## src/rtl/mfp_ahb_simple_master.sv

```systemverilog
// Single-outstanding AHB-Lite initiator issuing single-word transfers from a local command port.
// Latency 2 cycles accept->rsp_valid with zero wait states; cmd_ready is low while a transfer is in flight.
module mfp_ahb_simple_master #(
    parameter int unsigned TIMEOUT_CYCLES = 255
) (
    input  logic        HCLK,
    input  logic        HRESETn,
    input  logic        cmd_valid,
    output logic        cmd_ready,
    input  logic        cmd_write,
    input  logic [31:0] cmd_addr,
    input  logic [31:0] cmd_wdata,
    output logic        rsp_valid,
    output logic [31:0] rsp_rdata,
    output logic        rsp_err,
    output logic        rsp_timeout,
    output logic [31:0] HADDR,
    output logic [1:0]  HTRANS,
    output logic        HWRITE,
    output logic [2:0]  HSIZE,
    output logic [2:0]  HBURST,
    output logic [3:0]  HPROT,
    output logic        HMASTLOCK,
    output logic [31:0] HWDATA,
    input  logic [31:0] HRDATA,
    input  logic        HREADY,
    input  logic        HRESP
);

    typedef enum logic [1:0] {
        ST_IDLE,
        ST_ADDR,
        ST_DATA
    } state_t;

    localparam logic [1:0] HTRANS_IDLE   = 2'b00;
    localparam logic [1:0] HTRANS_NONSEQ = 2'b10;
    localparam logic [9:0] WAIT_MAX      = 10'h3FF;
    localparam logic [9:0] WAIT_LIMIT    = 10'(TIMEOUT_CYCLES);

    state_t      state_q, state_d;
    logic [1:0]  htrans_q, htrans_d;
    logic [31:0] haddr_q, haddr_d;
    logic        hwrite_q, hwrite_d;
    logic [31:0] hwdata_q, hwdata_d;
    logic [31:0] wdata_q, wdata_d;
    logic [9:0]  wait_cnt_q, wait_cnt_d;
    logic        rsp_valid_q, rsp_valid_d;
    logic [31:0] rsp_rdata_q, rsp_rdata_d;
    logic        rsp_err_q, rsp_err_d;
    logic        rsp_timeout_q, rsp_timeout_d;
    logic [9:0]  wait_inc;

    always_comb begin
        state_d       = state_q;
        htrans_d      = htrans_q;
        haddr_d       = haddr_q;
        hwrite_d      = hwrite_q;
        hwdata_d      = hwdata_q;
        wdata_d       = wdata_q;
        wait_cnt_d    = wait_cnt_q;
        rsp_valid_d   = 1'b0;
        rsp_rdata_d   = rsp_rdata_q;
        rsp_err_d     = rsp_err_q;
        rsp_timeout_d = rsp_timeout_q;
        wait_inc      = (wait_cnt_q == WAIT_MAX) ? wait_cnt_q : wait_cnt_q + 10'd1;

        case (state_q)
            ST_IDLE: begin
                if (cmd_valid) begin
                    state_d  = ST_ADDR;
                    htrans_d = HTRANS_NONSEQ;
                    haddr_d  = cmd_addr & 32'hFFFF_FFFC;
                    hwrite_d = cmd_write;
                    wdata_d  = cmd_wdata;
                end
            end
            ST_ADDR: begin
                if (HREADY) begin
                    state_d    = ST_DATA;
                    htrans_d   = HTRANS_IDLE;
                    hwdata_d   = hwrite_q ? wdata_q : 32'h0;
                    wait_cnt_d = 10'd0;
                end
            end
            ST_DATA: begin
                if (HREADY) begin
                    state_d       = ST_IDLE;
                    rsp_valid_d   = 1'b1;
                    rsp_rdata_d   = hwrite_q ? 32'h0 : HRDATA;
                    rsp_err_d     = HRESP;
                    rsp_timeout_d = 1'b0;
                end else begin
                    wait_cnt_d = wait_inc;
                    // Abandon the transfer once the slave has stalled for the full budget.
                    if (wait_inc >= WAIT_LIMIT) begin
                        state_d       = ST_IDLE;
                        rsp_valid_d   = 1'b1;
                        rsp_rdata_d   = 32'h0;
                        rsp_err_d     = 1'b1;
                        rsp_timeout_d = 1'b1;
                    end
                end
            end
            default: begin
                state_d  = ST_IDLE;
                htrans_d = HTRANS_IDLE;
            end
        endcase
    end

    always_ff @(posedge HCLK or negedge HRESETn) begin
        if (!HRESETn) begin
            state_q       <= ST_IDLE;
            htrans_q      <= HTRANS_IDLE;
            haddr_q       <= 32'h0;
            hwrite_q      <= 1'b0;
            hwdata_q      <= 32'h0;
            wdata_q       <= 32'h0;
            wait_cnt_q    <= 10'd0;
            rsp_valid_q   <= 1'b0;
            rsp_rdata_q   <= 32'h0;
            rsp_err_q     <= 1'b0;
            rsp_timeout_q <= 1'b0;
        end else begin
            state_q       <= state_d;
            htrans_q      <= htrans_d;
            haddr_q       <= haddr_d;
            hwrite_q      <= hwrite_d;
            hwdata_q      <= hwdata_d;
            wdata_q       <= wdata_d;
            wait_cnt_q    <= wait_cnt_d;
            rsp_valid_q   <= rsp_valid_d;
            rsp_rdata_q   <= rsp_rdata_d;
            rsp_err_q     <= rsp_err_d;
            rsp_timeout_q <= rsp_timeout_d;
        end
    end

    assign cmd_ready   = (state_q == ST_IDLE);
    assign rsp_valid   = rsp_valid_q;
    assign rsp_rdata   = rsp_rdata_q;
    assign rsp_err     = rsp_err_q;
    assign rsp_timeout = rsp_timeout_q;
    assign HADDR       = haddr_q;
    assign HTRANS      = htrans_q;
    assign HWRITE      = hwrite_q;
    assign HWDATA      = hwdata_q;
    assign HSIZE       = 3'b010;
    assign HBURST      = 3'b000;
    assign HPROT       = 4'b0011;
    assign HMASTLOCK   = 1'b0;

endmodule

```

## config.mk

```make
export PLATFORM = sky130hd
export DESIGN_NAME = mfp_ahb_simple_master
export DESIGN_NICKNAME = d
export VERILOG_FILES = /design/src/rtl/mfp_ahb_simple_master.sv
export SDC_FILE = /design/constraint.sdc
export NUM_CORES = 1
export LEC_CHECK = 0
export ABC_CLOCK_PERIOD_IN_PS = 4810
export BUFFER_PORTS_ARGS = -buffer_cell sky130_fd_sc_hd__buf_2
export CAP_MARGIN = 30
export CORE_MARGIN = 4
export CORE_UTILIZATION = 50
export DETAILED_ROUTE_END_ITERATION = 10
export GPL_ROUTABILITY_DRIVEN = 0
export HOLD_SLACK_MARGIN = 0.15
export PLACE_DENSITY_LB_ADDON = 0.25
export SYNTH_ARGS = -nofsm -noshare
export SYNTH_HDL_FRONTEND = slang
export SYNTH_SLANG_ARGS = --single-unit
```

## constraint.sdc

```tcl
create_clock -name HCLK -period 4.81 [get_ports HCLK]
set_input_delay 0 -clock HCLK [delete_from_list [all_inputs] [get_ports HCLK]]
set_output_delay 0 -clock HCLK [all_outputs]
set_load 0.02 [all_outputs]
```

* Word-level counts from Yosys, hierarchy flattened
Index checks and enable logic that the tools add are counted.
** Storage, ports and cells
- Logic and storage cells :: 52
- Register bits after elaboration :: 144
- Input port bits :: 102
** Operators by class
- Bitwise logic cells :: 1
- Muxes and demuxes :: 22
- $lt $le $gt $ge :: 1
- Add/sub/neg operators :: 1
- Reduce and logical (&&, ||, !) cells :: 9
- Equality and inequality tests :: 7
** Operators by type and width (number)
- 32-bit 2-to-1 mux :: 4
- 10-bit 2-to-1 mux :: 3
- 10-bit case mux with 2 select lines :: 1
- 2-bit 2-to-1 mux :: 6
- 2-bit case mux with 3 select lines :: 2
- 10-bit by 1-bit adder with 10-bit output (second input constant) :: 1
- 10-bit == test (second input constant) :: 1
- 10-bit by 8-bit >= comparator with 1-bit output (second input constant) :: 1
- 3-bit AND reduction :: 3
- 1-bit 2-to-1 mux :: 6
- 2-bit inequality test (second input constant) :: 3
- 2-bit AND reduction :: 3
- 2-bit nonzero test :: 2
- 3-bit inequality test (second input constant) :: 1
- 2-bit by 1-bit == test with 1-bit output (second input constant) :: 1
- 2-bit == test (second input constant) :: 1
- 2-bit logical NOT :: 1
- 1-bit NOT :: 1

* Longest topological paths before layout
- Word-level depth :: 6
- Depth in mapped cells :: 8
- Depth with buffers taken out :: 6

* Worst setup path before layout
Ideal clock, no wire load.
- Path kind :: register to register
- Start point :: register wait_cnt_q[0]
- End point :: register rsp_rdata_q[10] (netlist: rsp_rdata[10])
- Clock period less this slack :: 2007 ps
- Cell stages (with the launch flop) :: 9
- Slack :: 2803 ps
- Setup time :: 125 ps
- Data arrival time :: 1881 ps
- Cell sequence :: dfrtp_1 > ha_1 > buf_4 > inv_1 > a32o_1 > o2111ai_2 > o311ai_4 > buf_6 > o21ai_2
** On the way
- Cells in the longest elaborated chain, start to end :: 5
- Elaborated cells between the ends (all ways) :: 6
** RTL lines
- from (decl) :: RTL line 47 : logic [9:0] wait_cnt_q, wait_cnt_d;
- from (signal assigned) :: RTL line 132 : wait_cnt_q <= wait_cnt_d;
- 10-bit by 1-bit adder with 10-bit output or 10-bit == test (tied branches) :: RTL line 66 : wait_inc = (wait_cnt_q == WAIT_MAX) ? wait_cnt_q : wait_cnt_q + 10'd1;
- 10-bit 2-to-1 mux (*) :: RTL line 66
- 10-bit by 8-bit >= comparator with 1-bit output (*) :: RTL line 96 : if (wait_inc >= WAIT_LIMIT) begin
- 2-bit nonzero test (no line) (*)
- 2-bit AND reduction (no line) (*)
- to (signal assigned) :: RTL line 134 : rsp_rdata_q <= rsp_rdata_d;
- to (decl) :: RTL line 49 : logic [31:0] rsp_rdata_q, rsp_rdata_d;
Mark *: on every way between the ends. The rest lies on a longest branch, timed or not.
A chain may end at the register's enable or synchronous reset.

* Final worst setup path
- Start point :: register wait_cnt_q[0]
- End point :: register rsp_rdata_q[0] (netlist: rsp_rdata[0])
Same word-level chain as after synthesis.

==> metrics.cfg <==
[pwr]
power_frac_seq_pct = 36.6
power_w = 0.005608
leakagePower_nw = 4.313
power_switching_w = 0.002099
ir_worst_vdd_v = 0.0004327
p_per_area_nw_per_um2 = 633.4
comb_power_share_pct = 40.1
swShare_pct = 37.43
clock_power_share_pct = 23.3
p_int_w = 0.003509

[final_layout]
multiInputGateArea_sq_um = 2265
final_nets = 935
nFillCells = 782
antennaDiodeCount = 0
regArea_sq_um = 3578
syn_to_final_growth_pct = 42.66
drive_gt1_share_pct = 40.43

[sta]
period_minus_slack_ns = 2.517
hold_viol = 0
worst_pin_slew_ns = 0.9583
fmax_mhz = 397.4
tns_ns = 0
post-route-worst-setup-slack_ns = 2.293
rsz0062_at_grt = false
maxSlewHeadroom_pct = 35.92
skew_ns = 0.008326
fin_crit_sh_pct = 52.32
whs_ns = 0.2235
report.final.setup_viol = 0
drv_slew = 0

[grt]
grt_max_degree = 88
grt_overflow = 0
grtUsageTotal_pct = 23.99
grt_first_pass_wirelength_um = 27350
antenna_found_initial = 0
grt_pass1_vias = 5518

[setup_path]
cp-startpoint = wait_cnt_q[0]
crit_end = rsp_rdata[0]
ff2ff_setup_slack_ns = 2.29
critPathMaxFanout = 34
critPathArrivalTime_ns = 2.78
worstSetupPathType = reg2reg
worst_setup_path_end_kind = register
timing.rr.start = wait_cnt_q[0]
startpoint_type = register
crit_slowest_cell = buf_4
r2r-end = rsp_rdata[0]
cp.required_ns = 5.08
rr_worst_depth = 7
path_cells = ha_1, inv_1, o31ai_1, o41ai_4, o311ai_4, buf_4, o21ai_0
cpPeakStageDelay_ns = 0.49

[clock_tree]
clk_root_buffer_cell = clkbuf_16
clockBufferDepth = 2
htree_levels = 4
cts.sinks = 143
clkTransAtPathRegs_ns = 0.06
ctsResizeCount = 0
clk_latency_ns = 0.41
tritoncts = done
cts_buffers = 17

[detailed_routing]
wire_per_inst_um = 16.16
ant_nets = 0
drtIter0Drc = 276
drc_errors = 0
drtPass1Iterations = 4
avgViaCountPerCell = 5.074
totalWireLength_um = 16300
vias = 5120

[run_status]
status = finished, final reports clean

[yosys]
syn_area_sq_um = 6206
synthCells = 541
ys.flop_type = dfrtp_1
synth-edff-count = 0
syn_area_per_cell_sq_um = 11.47
ys_ff_latch = 143
ys_seq_area_share_pct = 57.66
synthArstFlopShare_pct = 100.0
ys_types = 47
ys_warn_count = 0

[placement]
pre_cts_ws_ns = 2.307
port_buffers = 199
dp_hpwl_um = 9746

[floorplanning]
fp.coreArea_sq_um = 12060
die_area_sq_um = 14260
start_util_pct = 51.45
core.rowCount = 40
die_w_um = 119.4
top_level_ports = 216
die_h_um = 119.4

[hold_path]
hold_class = in2async

[flow_run]
maxCapViolations = 0

-- per-stage QoR --
step	util [%]	cells	cell area (sq um)
6_report	73.40	1009	8853
5_1_grt	73.40	1009	8853
4_1_cts	73.40	1009	8853
3_5_place_dp	60.18	880	7258
3_3_place_gp	60.05	879	7243
2_1_floorplan	-	553	6251
-- routing by layer --
metal | global-route usage [%] | wire [um] | vias up
li1 | - | - | 2407
met1 | 28.23 | 6376 | 2460
met2 | 41.05 | 8275 | 212
met3 | 7.455 | 1192 | 41
met4 | 9.377 | 455 | 0
met5 | 0 | 0 | -
-- flip-flops by register name (all words and copies together), names as in the netlist --
signal       cells
wdata_q         32
HWRITE           1
wait_cnt_q      10
rsp_valid        1
rsp_err          1
HWDATA          32
state_q          2
HTRANS           1
rsp_timeout      1
rsp_rdata       32
HADDR           30
-- cells in the final DEF (no fill, tap or decap), types with 4 or more instances in the layout --
master         Yosys  routed
dfrtp_1          143     143
clkbuf_16          0      17
dlygate4sd3_1      0     101
o21ai_0           45      45
nor2_1             8       7
buf_4             16       6
conb_1             2      14
inv_1             38      38
a31oi_1            4       4
buf_2              8     198
nand2_1           80      80
nand3_1            6       6
o21ai_2           30      30
a22oi_1           32      32
mux2_2            63      63
-- power by group through the flow --
stage / combinational, W / sequential (W) / clock [W]
2_1_floorplan: 0.00106 / 0.00246 / 0
5_1_grt: 0.00245 / 0.00213 / 0.00140
3_5_place_dp: 0.00215 / 0.00206 / 0
6_report: 0.00225 / 0.00205 / 0.00131
3_3_place_gp: 0.00210 / 0.00202 / 0
4_1_cts: 0.00224 / 0.00204 / 0.00134
-- what timing repair did --
item,in CTS,in global routing
hold buffers,101,0
setup buffers,0,0
hold endpoints to repair,193,0
-- layout make-up --
class / instances / share of cell area (%)
inverters: 38 / 1.611
repair buffers: 307 / 23.42
multi-input cells: 325 / 25.58
well taps: 168 / 2.374
flip-flops and latches: 143 / 40.42
clock buffers: 22 / 5.356
clock inverters: 6 / 1.244
-- critical path: cells and delay by family, from the launching register on --
kind | cells | cell delay [ns]
AO/OA/AOI/OAI | 4 | 0.88
buffers and inverters | 2 | 0.66
flip-flops | 1 | 0.44
adder cells (fa/ha/maj) | 1 | 0.39
-- synthesized netlist by cell type (all sizes together) (2+ instances only) --
library cell | instances | area (sq um)
inv | 38 | 142.6
nand4 | 2 | 25.02
buf | 27 | 193.9
a22oi | 32 | 240.2
nand3b | 2 | 15.01
mux2i | 2 | 20.02
or3 | 2 | 12.51
nand2b | 3 | 18.77
o22ai | 3 | 18.77
mux2 | 63 | 709.4
and2 | 3 | 20.02
conb | 2 | 7.510
nor2 | 8 | 30.03
nand2 | 81 | 306.6
and3 | 2 | 13.77
a21oi | 3 | 15.01
dfrtp | 143 | 3578
nand3 | 6 | 30.03
o21ai | 76 | 493.0
a31oi | 4 | 25.02
clkbuf | 20 | 75.07
-- cell families (layout without fill, tap and decap cells) --
family	count (synthesis)	count (layout)	synth area share [%]
adder cells (fa/ha/maj)	2	2	0.3629
other	2	14	0.1210
buffers and inverters	85	373	6.633
AO/OA/AOI/OAI	130	130	15.18
flip-flops	143	143	57.66
multiplexers	65	65	11.75
AND/OR/NAND/NOR	114	114	8.287
-- worst min path at each step --
stage	cells past startpoint	start	slack, ns	end
floorplan	0	HRESETn	-0.30	HADDR[10]
global placement	1	HRESETn	0.11	rsp_rdata[10]
detailed placement	1	HRESETn	0.12	rsp_rdata[10]
CTS	2	HRESETn	0.25	HWDATA[30]
global route	2	HRESETn	0.29	state_q[0]
finish	2	HRESETn	0.22	rsp_rdata[10]
No activity file was read; power rests on OpenSTA's default activity.
